## src/rtl/pam_pkg.sv

```systemverilog
// Shared types and constants for the PAM command sequencer.
package pam_pkg;

  localparam int unsigned PGW_DEF      = 15;
  localparam int unsigned CNTW_DEF     = 8;
  localparam int unsigned FIFO_LOG_DEF = 4;
  localparam int unsigned TIMEOUT_DEF  = 1023;

  typedef enum logic [2:0] {
    ALLOC_N = 3'd0,
    FREE_N  = 3'd1,
    FREEALL = 3'd2,
    STAT    = 3'd3,
    SET     = 3'd4,
    CLR     = 3'd5
  } cmd_t;

  typedef enum logic [2:0] {
    ST_WAITRDY,
    ST_IDLE,
    ST_ISSUE,
    ST_ACCEPT,
    ST_WAIT,
    ST_NEXT,
    ST_FINISH
  } state_t;

  localparam logic [1:0] ERR_OK  = 2'b00;
  localparam logic [1:0] ERR_OOM = 2'b01;
  localparam logic [1:0] ERR_TMO = 2'b10;

  localparam logic [1:0] VAL_READ = 2'b10;
  localparam logic [1:0] VAL_CLR  = 2'b00;
  localparam logic [1:0] VAL_SET  = 2'b01;

  // One-cycle strobes toward the PAM; at most one bit set at a time.
  typedef struct packed {
    logic alloc;
    logic free;
    logic freeall;
    logic stat;
  } pam_strb_t;

endpackage

```

## src/rtl/pam_req_fifo.sv

```systemverilog
// Synchronous result FIFO with count-based, registered full/empty flags.
module pam_req_fifo #(
  parameter int unsigned W   = 15,
  parameter int unsigned LOG = 4
) (
  input  logic         clk,
  input  logic         rst_n,
  input  logic         flush,
  input  logic         push,
  input  logic [W-1:0] wdat,
  input  logic         pop,
  output logic [W-1:0] rdat,
  output logic         empty,
  output logic         full
);

  localparam int unsigned DEPTH = 1 << LOG;
  localparam int unsigned CW    = LOG + 1;

  logic [W-1:0]   mem [DEPTH];
  logic [LOG-1:0] wptr, rptr;
  logic [CW-1:0]  cnt, cnt_nxt;
  logic           do_push, do_pop;

  always_comb begin
    do_pop  = pop && !empty;
    do_push = push && !full;
    cnt_nxt = cnt + CW'(do_push) - CW'(do_pop);
    if (flush) cnt_nxt = '0;
  end

  always_ff @(posedge clk or negedge rst_n) begin
    if (!rst_n) begin
      wptr  <= '0;
      rptr  <= '0;
      cnt   <= '0;
      empty <= 1'b1;
      full  <= 1'b0;
      for (int unsigned i = 0; i < DEPTH; i++) mem[i] <= '0;
    end else begin
      cnt   <= cnt_nxt;
      empty <= (cnt_nxt == '0);
      full  <= (cnt_nxt == CW'(DEPTH));
      if (flush) begin
        wptr <= '0;
        rptr <= '0;
      end else begin
        if (do_push) begin
          mem[wptr] <= wdat;
          wptr      <= wptr + LOG'(1);
        end
        if (do_pop) rptr <= rptr + LOG'(1);
      end
    end
  end

  assign rdat = mem[rptr];

endmodule

```

## src/rtl/pam_requester.sv

```systemverilog
// Command sequencer driving the page allocation map strobe/done port,
// issuing single-page operations back to back and buffering allocated pages.
module pam_requester
  import pam_pkg::*;
#(
  parameter int unsigned PGW      = PGW_DEF,
  parameter int unsigned CNTW     = CNTW_DEF,
  parameter int unsigned FIFO_LOG = FIFO_LOG_DEF,
  parameter int unsigned TIMEOUT  = TIMEOUT_DEF
) (
  input  logic            clk,
  input  logic            rst_n,
  input  logic            req_i,
  input  logic [2:0]      cmd_i,
  input  logic [PGW-1:0]  page_i,
  input  logic [CNTW-1:0] count_i,
  output logic            busy_o,
  output logic            cmplt_o,
  output logic [1:0]      err_o,
  output logic [CNTW-1:0] ndone_o,
  output logic            stat_o,
  input  logic            rd_i,
  output logic [PGW-1:0]  rdat_o,
  output logic            empty_o,
  output logic            pam_alloc_o,
  output logic            pam_free_o,
  output logic            pam_freeall_o,
  output logic            pam_stat_o,
  output logic [1:0]      pam_val_o,
  output logic [PGW-1:0]  pam_page_o,
  input  logic [PGW-1:0]  pam_page_i,
  input  logic            pam_done_i
);

  localparam int unsigned TW = $clog2(TIMEOUT + 1);

  state_t          state, state_nxt;
  cmd_t            cmd_q, cmd_nxt;
  logic [PGW-1:0]  page_q, page_nxt, res_q, res_nxt, ppage_nxt;
  logic [CNTW-1:0] cnt_q, cnt_nxt, ndone_nxt;
  logic [TW-1:0]   tmr_q, tmr_nxt;
  logic [1:0]      err_nxt, val_nxt;
  logic            busy_nxt, cmplt_nxt, stat_nxt;
  pam_strb_t       strb_q, strb_nxt;
  logic            push_c, flush_c, fifo_full;

  pam_req_fifo #(.W(PGW), .LOG(FIFO_LOG)) u_fifo (
    .clk   (clk),
    .rst_n (rst_n),
    .flush (flush_c),
    .push  (push_c),
    .wdat  (res_q),
    .pop   (rd_i),
    .rdat  (rdat_o),
    .empty (empty_o),
    .full  (fifo_full)
  );

  // Next-state and next-output logic; every registered output is computed here.
  always_comb begin
    state_nxt = state;
    cmd_nxt   = cmd_q;
    page_nxt  = page_q;
    cnt_nxt   = cnt_q;
    tmr_nxt   = tmr_q;
    res_nxt   = res_q;
    ndone_nxt = ndone_o;
    err_nxt   = err_o;
    stat_nxt  = stat_o;
    val_nxt   = pam_val_o;
    ppage_nxt = pam_page_o;
    strb_nxt  = '0;
    push_c    = 1'b0;
    flush_c   = 1'b0;

    unique case (state)
      ST_WAITRDY: if (pam_done_i) state_nxt = ST_IDLE;

      ST_IDLE: begin
        if (req_i) begin
          ndone_nxt = '0;
          err_nxt   = ERR_OK;
          stat_nxt  = 1'b0;
          page_nxt  = page_i;
          cnt_nxt   = (count_i == '0) ? CNTW'(1) : count_i;
          if (cmd_i <= 3'(CLR)) begin
            cmd_nxt   = cmd_t'(cmd_i);
            state_nxt = ST_ISSUE;
          end else begin
            state_nxt = ST_FINISH;
          end
        end
      end

      // Allocation holds here while the FIFO has no room for the result.
      ST_ISSUE: begin
        tmr_nxt = '0;
        if (!(cmd_q == ALLOC_N && fifo_full)) begin
          state_nxt = ST_ACCEPT;
          ppage_nxt = (cmd_q == ALLOC_N) ? '0 : page_q;
          val_nxt   = VAL_READ;
          case (cmd_q)
            ALLOC_N: strb_nxt.alloc = 1'b1;
            FREE_N:  strb_nxt.free  = 1'b1;
            FREEALL: begin
              strb_nxt.freeall = 1'b1;
              flush_c          = 1'b1;
            end
            STAT:    strb_nxt.stat = 1'b1;
            SET: begin
              strb_nxt.stat = 1'b1;
              val_nxt       = VAL_SET;
            end
            CLR: begin
              strb_nxt.stat = 1'b1;
              val_nxt       = VAL_CLR;
            end
            default: ;
          endcase
        end
      end

      ST_ACCEPT: begin
        if (!pam_done_i) begin
          state_nxt = ST_WAIT;
          tmr_nxt   = tmr_q + TW'(1);
        end else if (tmr_q == TW'(TIMEOUT)) begin
          err_nxt   = ERR_TMO;
          state_nxt = ST_FINISH;
        end else begin
          tmr_nxt = tmr_q + TW'(1);
        end
      end

      ST_WAIT: begin
        if (pam_done_i) begin
          res_nxt   = pam_page_i;
          state_nxt = ST_NEXT;
        end else if (tmr_q == TW'(TIMEOUT)) begin
          err_nxt   = ERR_TMO;
          state_nxt = ST_FINISH;
        end else begin
          tmr_nxt = tmr_q + TW'(1);
        end
      end

      // Page 0 is never allocatable, so a zero result means the map is full.
      ST_NEXT: begin
        case (cmd_q)
          ALLOC_N: begin
            if (res_q == '0) begin
              err_nxt   = ERR_OOM;
              state_nxt = ST_FINISH;
            end else begin
              push_c    = 1'b1;
              ndone_nxt = ndone_o + CNTW'(1);
              state_nxt = (ndone_nxt == cnt_q) ? ST_FINISH : ST_ISSUE;
            end
          end
          FREE_N: begin
            ndone_nxt = ndone_o + CNTW'(1);
            page_nxt  = page_q + PGW'(1);
            state_nxt = (ndone_nxt == cnt_q) ? ST_FINISH : ST_ISSUE;
          end
          default: begin
            ndone_nxt = CNTW'(1);
            stat_nxt  = res_q[0];
            state_nxt = ST_FINISH;
          end
        endcase
      end

      ST_FINISH: state_nxt = ST_IDLE;

      default: state_nxt = ST_WAITRDY;
    endcase

    busy_nxt  = (state_nxt != ST_IDLE);
    cmplt_nxt = (state_nxt == ST_FINISH);
  end

  // State and output registers.
  always_ff @(posedge clk or negedge rst_n) begin
    if (!rst_n) begin
      state      <= ST_WAITRDY;
      cmd_q      <= ALLOC_N;
      page_q     <= '0;
      cnt_q      <= '0;
      tmr_q      <= '0;
      res_q      <= '0;
      busy_o     <= 1'b1;
      cmplt_o    <= 1'b0;
      err_o      <= ERR_OK;
      ndone_o    <= '0;
      stat_o     <= 1'b0;
      strb_q     <= '0;
      pam_val_o  <= '0;
      pam_page_o <= '0;
    end else begin
      state      <= state_nxt;
      cmd_q      <= cmd_nxt;
      page_q     <= page_nxt;
      cnt_q      <= cnt_nxt;
      tmr_q      <= tmr_nxt;
      res_q      <= res_nxt;
      busy_o     <= busy_nxt;
      cmplt_o    <= cmplt_nxt;
      err_o      <= err_nxt;
      ndone_o    <= ndone_nxt;
      stat_o     <= stat_nxt;
      strb_q     <= strb_nxt;
      pam_val_o  <= val_nxt;
      pam_page_o <= ppage_nxt;
    end
  end

  assign pam_alloc_o   = strb_q.alloc;
  assign pam_free_o    = strb_q.free;
  assign pam_freeall_o = strb_q.freeall;
  assign pam_stat_o    = strb_q.stat;

endmodule

```

## config.mk

```make
export PLATFORM = sky130hd
export DESIGN_NAME = pam_requester
export DESIGN_NICKNAME = d
export VERILOG_FILES = /design/src/rtl/pam_pkg.sv /design/src/rtl/pam_req_fifo.sv /design/src/rtl/pam_requester.sv
export SDC_FILE = /design/constraint.sdc
export NUM_CORES = 1
export LEC_CHECK = 0
export CAP_MARGIN = 15
export CORE_MARGIN = 1.5
export CORE_UTILIZATION = 29
export CTS_CLUSTER_SIZE = 10
export DETAILED_ROUTE_END_ITERATION = 8
export PLACE_DENSITY = 0.49
export SLEW_MARGIN = 20
export SYNTH_ARGS = -nofsm -noshare
export SYNTH_HDL_FRONTEND = slang
export SYNTH_SLANG_ARGS = --single-unit
export TNS_END_PERCENT = 5
```

## constraint.sdc

```tcl
create_clock -name clk -period 5.1 [get_ports clk]
set_input_delay 1.53 -clock clk [delete_from_list [all_inputs] [get_ports clk]]
set_output_delay 1.53 -clock clk [all_outputs]
set_load 0.1 [all_outputs]
```

==> results_dict.tcl, run 1 <==
set metrics [dict create \
    outcome "complete, no violations" \
    postCtsSetupBuffers 0 \
    grt-ovfl-total 0 \
    fp.dieH_um 242 \
    post-synth-top-count-cell "dfrtp_1" \
    syn_avg_cell_area_um2 14.0 \
    relSlewSlack_pct 28.3 \
    synth-adder-area-share_pct 1.10 \
    coreArea_mm2 0.0565 \
    vdd_ir_drop_max_v 0.000377 \
    clock_path_buffers 3 \
    pwr-share-clk_pct 30.1 \
    worstPathArrival_ps 3040 \
    routed_wl_um 42600 \
    maxCapViolations 0 \
    clkSinkCount 343 \
    fill_cells 5520 \
    antenna_found_initial 3 \
    synth_area_leaders "dfrtp_1, mux4_2, mux2_1, mux2_2, mux2_4" \
    place_ws_ps 904 \
    power_frac_comb_pct 29.4 \
    chipWidth_um 242 \
    synth_edf_count 0 \
    initialDrtViolationCount 532 \
    routedWlPerCell_um 21.1 \
    synth_top_area_share_pct 51.5 \
    yosys_warnings 0 \
    antenna_cells 0 \
    holdCritStartpoint "u_fifo.mem[81]" \
    synthDistinctLibCells 73 \
    synth-xor-area-share_pct 0.793 \
    num_rows 87 \
    dpl-instance-area_mm2 0.0181 \
    hold_violations 0 \
    synth-compound-area-share_pct 5.83 \
    cp-startpoint "u_fifo.rptr[0]" \
    path_buf_inv 2 \
    dieArea_mm2 0.0586 \
    num_io_pins 96 \
    internal-power_mw 5.84 \
    min_period_ps 4570 \
    ys_dominant_reg_cell "dfrtp_1" \
    drc_errors 0 \
    synth_simple_gate_area_share_pct 8.17 \
    layout-drive-gt1-share_pct 26.2 \
    gp_congestion 0.768 \
    fin_ws_ps 526 \
    reg2reg_slack_ps 1410 \
    worstSkewPairLatency_ps 580 \
    grt_max_degree 97 \
    dr.pass1.iters 4 \
    crit_slowest_cell "dfrtp_4" \
    fin_setup_tns_ps 0 \
    ys_ff_latch 343 \
    worstSetupPathDepth 4 \
    stdcell_area_mm2 0.0194 \
    cts_buffers 43 \
    hpwl_um 25600 \
    cts-root-buf "clkbuf_16" \
    synth_area_mm2 0.0166 \
    io_buffers 95 \
    clk_pin_slew_ps 60 \
    critPathCapture "rdat_o[10]" \
    cp_top_family "multiplexers" \
    async_flop_share_pct 100 \
    drv_slew 0 \
    r2r_start "res_q[9]" \
    synth_mux_area_share_pct 28.8 \
    grt_pass1_wl_um 66800 \
    min_period_over_period_pct 89.7 \
    nets 1305 \
    ctsResizeCount 0 \
    cts_tree "done" \
    antenna_left 0 \
    yosysTopAreaCell "dfrtp_1" \
    power.switching_mw 3.66 \
    syn_nets 1247 \
    yosysSeqAreaShare_pct 51.8 \
    worstPathRequired_ps 3570 \
    grt_setup_unrepaired "false" \
    drt-vias-per-instance 4.98 \
    cp-end-kind "primary output" \
    p_per_area_mw_per_mm2 489 \
    hold_path_class "flop to flop" \
    r2r_end "u_fifo.full" \
    cpPeakStageDelay_ps 720 \
    fin_skew_ps 25.4 \
    r2r_cells 11 \
    start_util_pct 29.3 \
    worst_pin_slew_ps 1070 \
    grt_usage_pct 14.8 \
    critPathMaxFanout 21 \
    start_kind "flop" \
    synth_top_family_by_area "multiplexers" \
    syn2layout_area_growth_pct 17.2 \
    synth_cells 1187 \
    setup_viol_count_final 0 \
    ctsHoldBuffers 0 \
    cts-htree-levels 2 \
    p_leak_nw 9.04 \
    seq_power_share_pct 40.4 \
    critPathKind "flop to primary output" \
    max_freq_ghz 0.219 \
    vias 10100 \
    synth_commonest_cells "dfrtp_1, mux2_1, mux2_2" \
    crit_chain "buf_4 -> mux4_2 -> mux4_2 -> buf_4" \
    grt_pass1_vias 10800 \
    swShare_pct 38.5 \
]
==> layout by cell type (no fill, tap or decap), types with 5 or more instances in the layout <==
| cell type | count |
|---|---|
| dfrtp_1 | 339 |
| mux2_1 | 120 |
| mux2_2 | 98 |
| clkdlybuf4s50_1 | 79 |
| mux4_2 | 75 |
| nor2_1 | 47 |
| nand2_1 | 47 |
| clkbuf_16 | 43 |
| mux2_4 | 40 |
| a21oi_1 | 37 |
| o21ai_0 | 30 |
| buf_4 | 25 |
| nand3_1 | 21 |
| a22o_1 | 19 |
| inv_1 | 17 |
| nor2b_1 | 15 |
| nor3_1 | 13 |
| ha_1 | 13 |
| nand3_4 | 12 |
| clkbuf_1 | 12 |
| and3_1 | 9 |
| xnor2_1 | 8 |
| a211oi_1 | 8 |
| clkbuf_8 | 8 |
| nor4_1 | 7 |
| and2_1 | 7 |
| xor2_1 | 7 |
| and4_1 | 7 |
| buf_12 | 6 |
| a31oi_1 | 5 |
| o22ai_1 | 5 |
==> power groups by stage <==
| stage | Combinational [mW] | Clock, mW | Sequential, mW |
|---|---|---|---|
| floorplan | 1.86 | 0 | 3.93 |
| global placement | 2.80 | 0 | 3.89 |
| detailed placement | 2.83 | 0 | 3.89 |
| CTS | 2.84 | 2.96 | 3.85 |
| global route | 3.03 | 3.06 | 3.94 |
| finish | 2.80 | 2.86 | 3.84 |
==> worst min-delay path by stage <==
stage               slack [ps]              end  cells past startpoint
finish                     480   u_fifo.mem[81]                      1
global route               490   u_fifo.mem[86]                      1
CTS                        490  u_fifo.mem[197]                      1
detailed placement         480   u_fifo.mem[88]                      1
global placement           470  u_fifo.mem[171]                      1
floorplan                  460  u_fifo.mem[139]                      1
==> per-stage QoR <==
stage / hold slack (ps) / util (%) / std cells / power (mW)
3_3_place_gp: 469 / 32.1 / 1956 / 6.68
4_1_cts: 490 / 34.4 / 2025 / 9.65
3_5_place_dp: 477 / 32.1 / 1956 / 6.72
2_1_floorplan: 459 / - / 1187 / 5.79
6_report: 484 / 34.4 / 2025 / 9.50
5_1_grt: 494 / 34.4 / 2025 / 10.0
==> metal layers <==
layer  up-vias  wire [um]  track usage (%)
met2       206      19400             22.9
li1       4521          -                -
met4         6        925             4.67
met3        67       1800             2.67
met5         -         43                0
met1      5276      20400             21.0
==> final cells by class <==
cell class                      instances  area, um^2  share of cell area (%)
Clock buffer                           63        1230                    6.33
Clock inverter                          6        70.1                   0.361
Inverter                               18        67.6                   0.348
Multi-Input combinational cell        728        7420                    38.2
Sequential cell                       343        8590                    44.2
Tap cell                              756         946                    4.87
Timing Repair Buffer                  111        1110                    5.73
==> state kept, by name, indices dropped and copies added (netlist names), 3 cells and up <==
name and count:
cmd_q 3, cnt_q 8, ndone_o 8, page_q 15, pam_page_o 15, res_q 15
state 3, tmr_q 10, u_fifo.cnt 5, u_fifo.mem 240, u_fifo.rptr 4, u_fifo.wptr 4
==> logic make-up after synthesis <==
group	after synthesis
compound gates	144
fa+ha+maj	14
buf+inv	116
flops	343
xor+xnor	15
simple gates	219
mux	336
Note: power is estimated with default switching activity, not from simulation.
==> run 2: changes to the inputs <==
GPL_ROUTABILITY_DRIVEN = 0   (was not set)
SKIP_CTS_REPAIR_TIMING = 1   (was not set)
==> results of run 2 <==
Same layout as run 1: the final DEF is identical, and so are final timing and power.
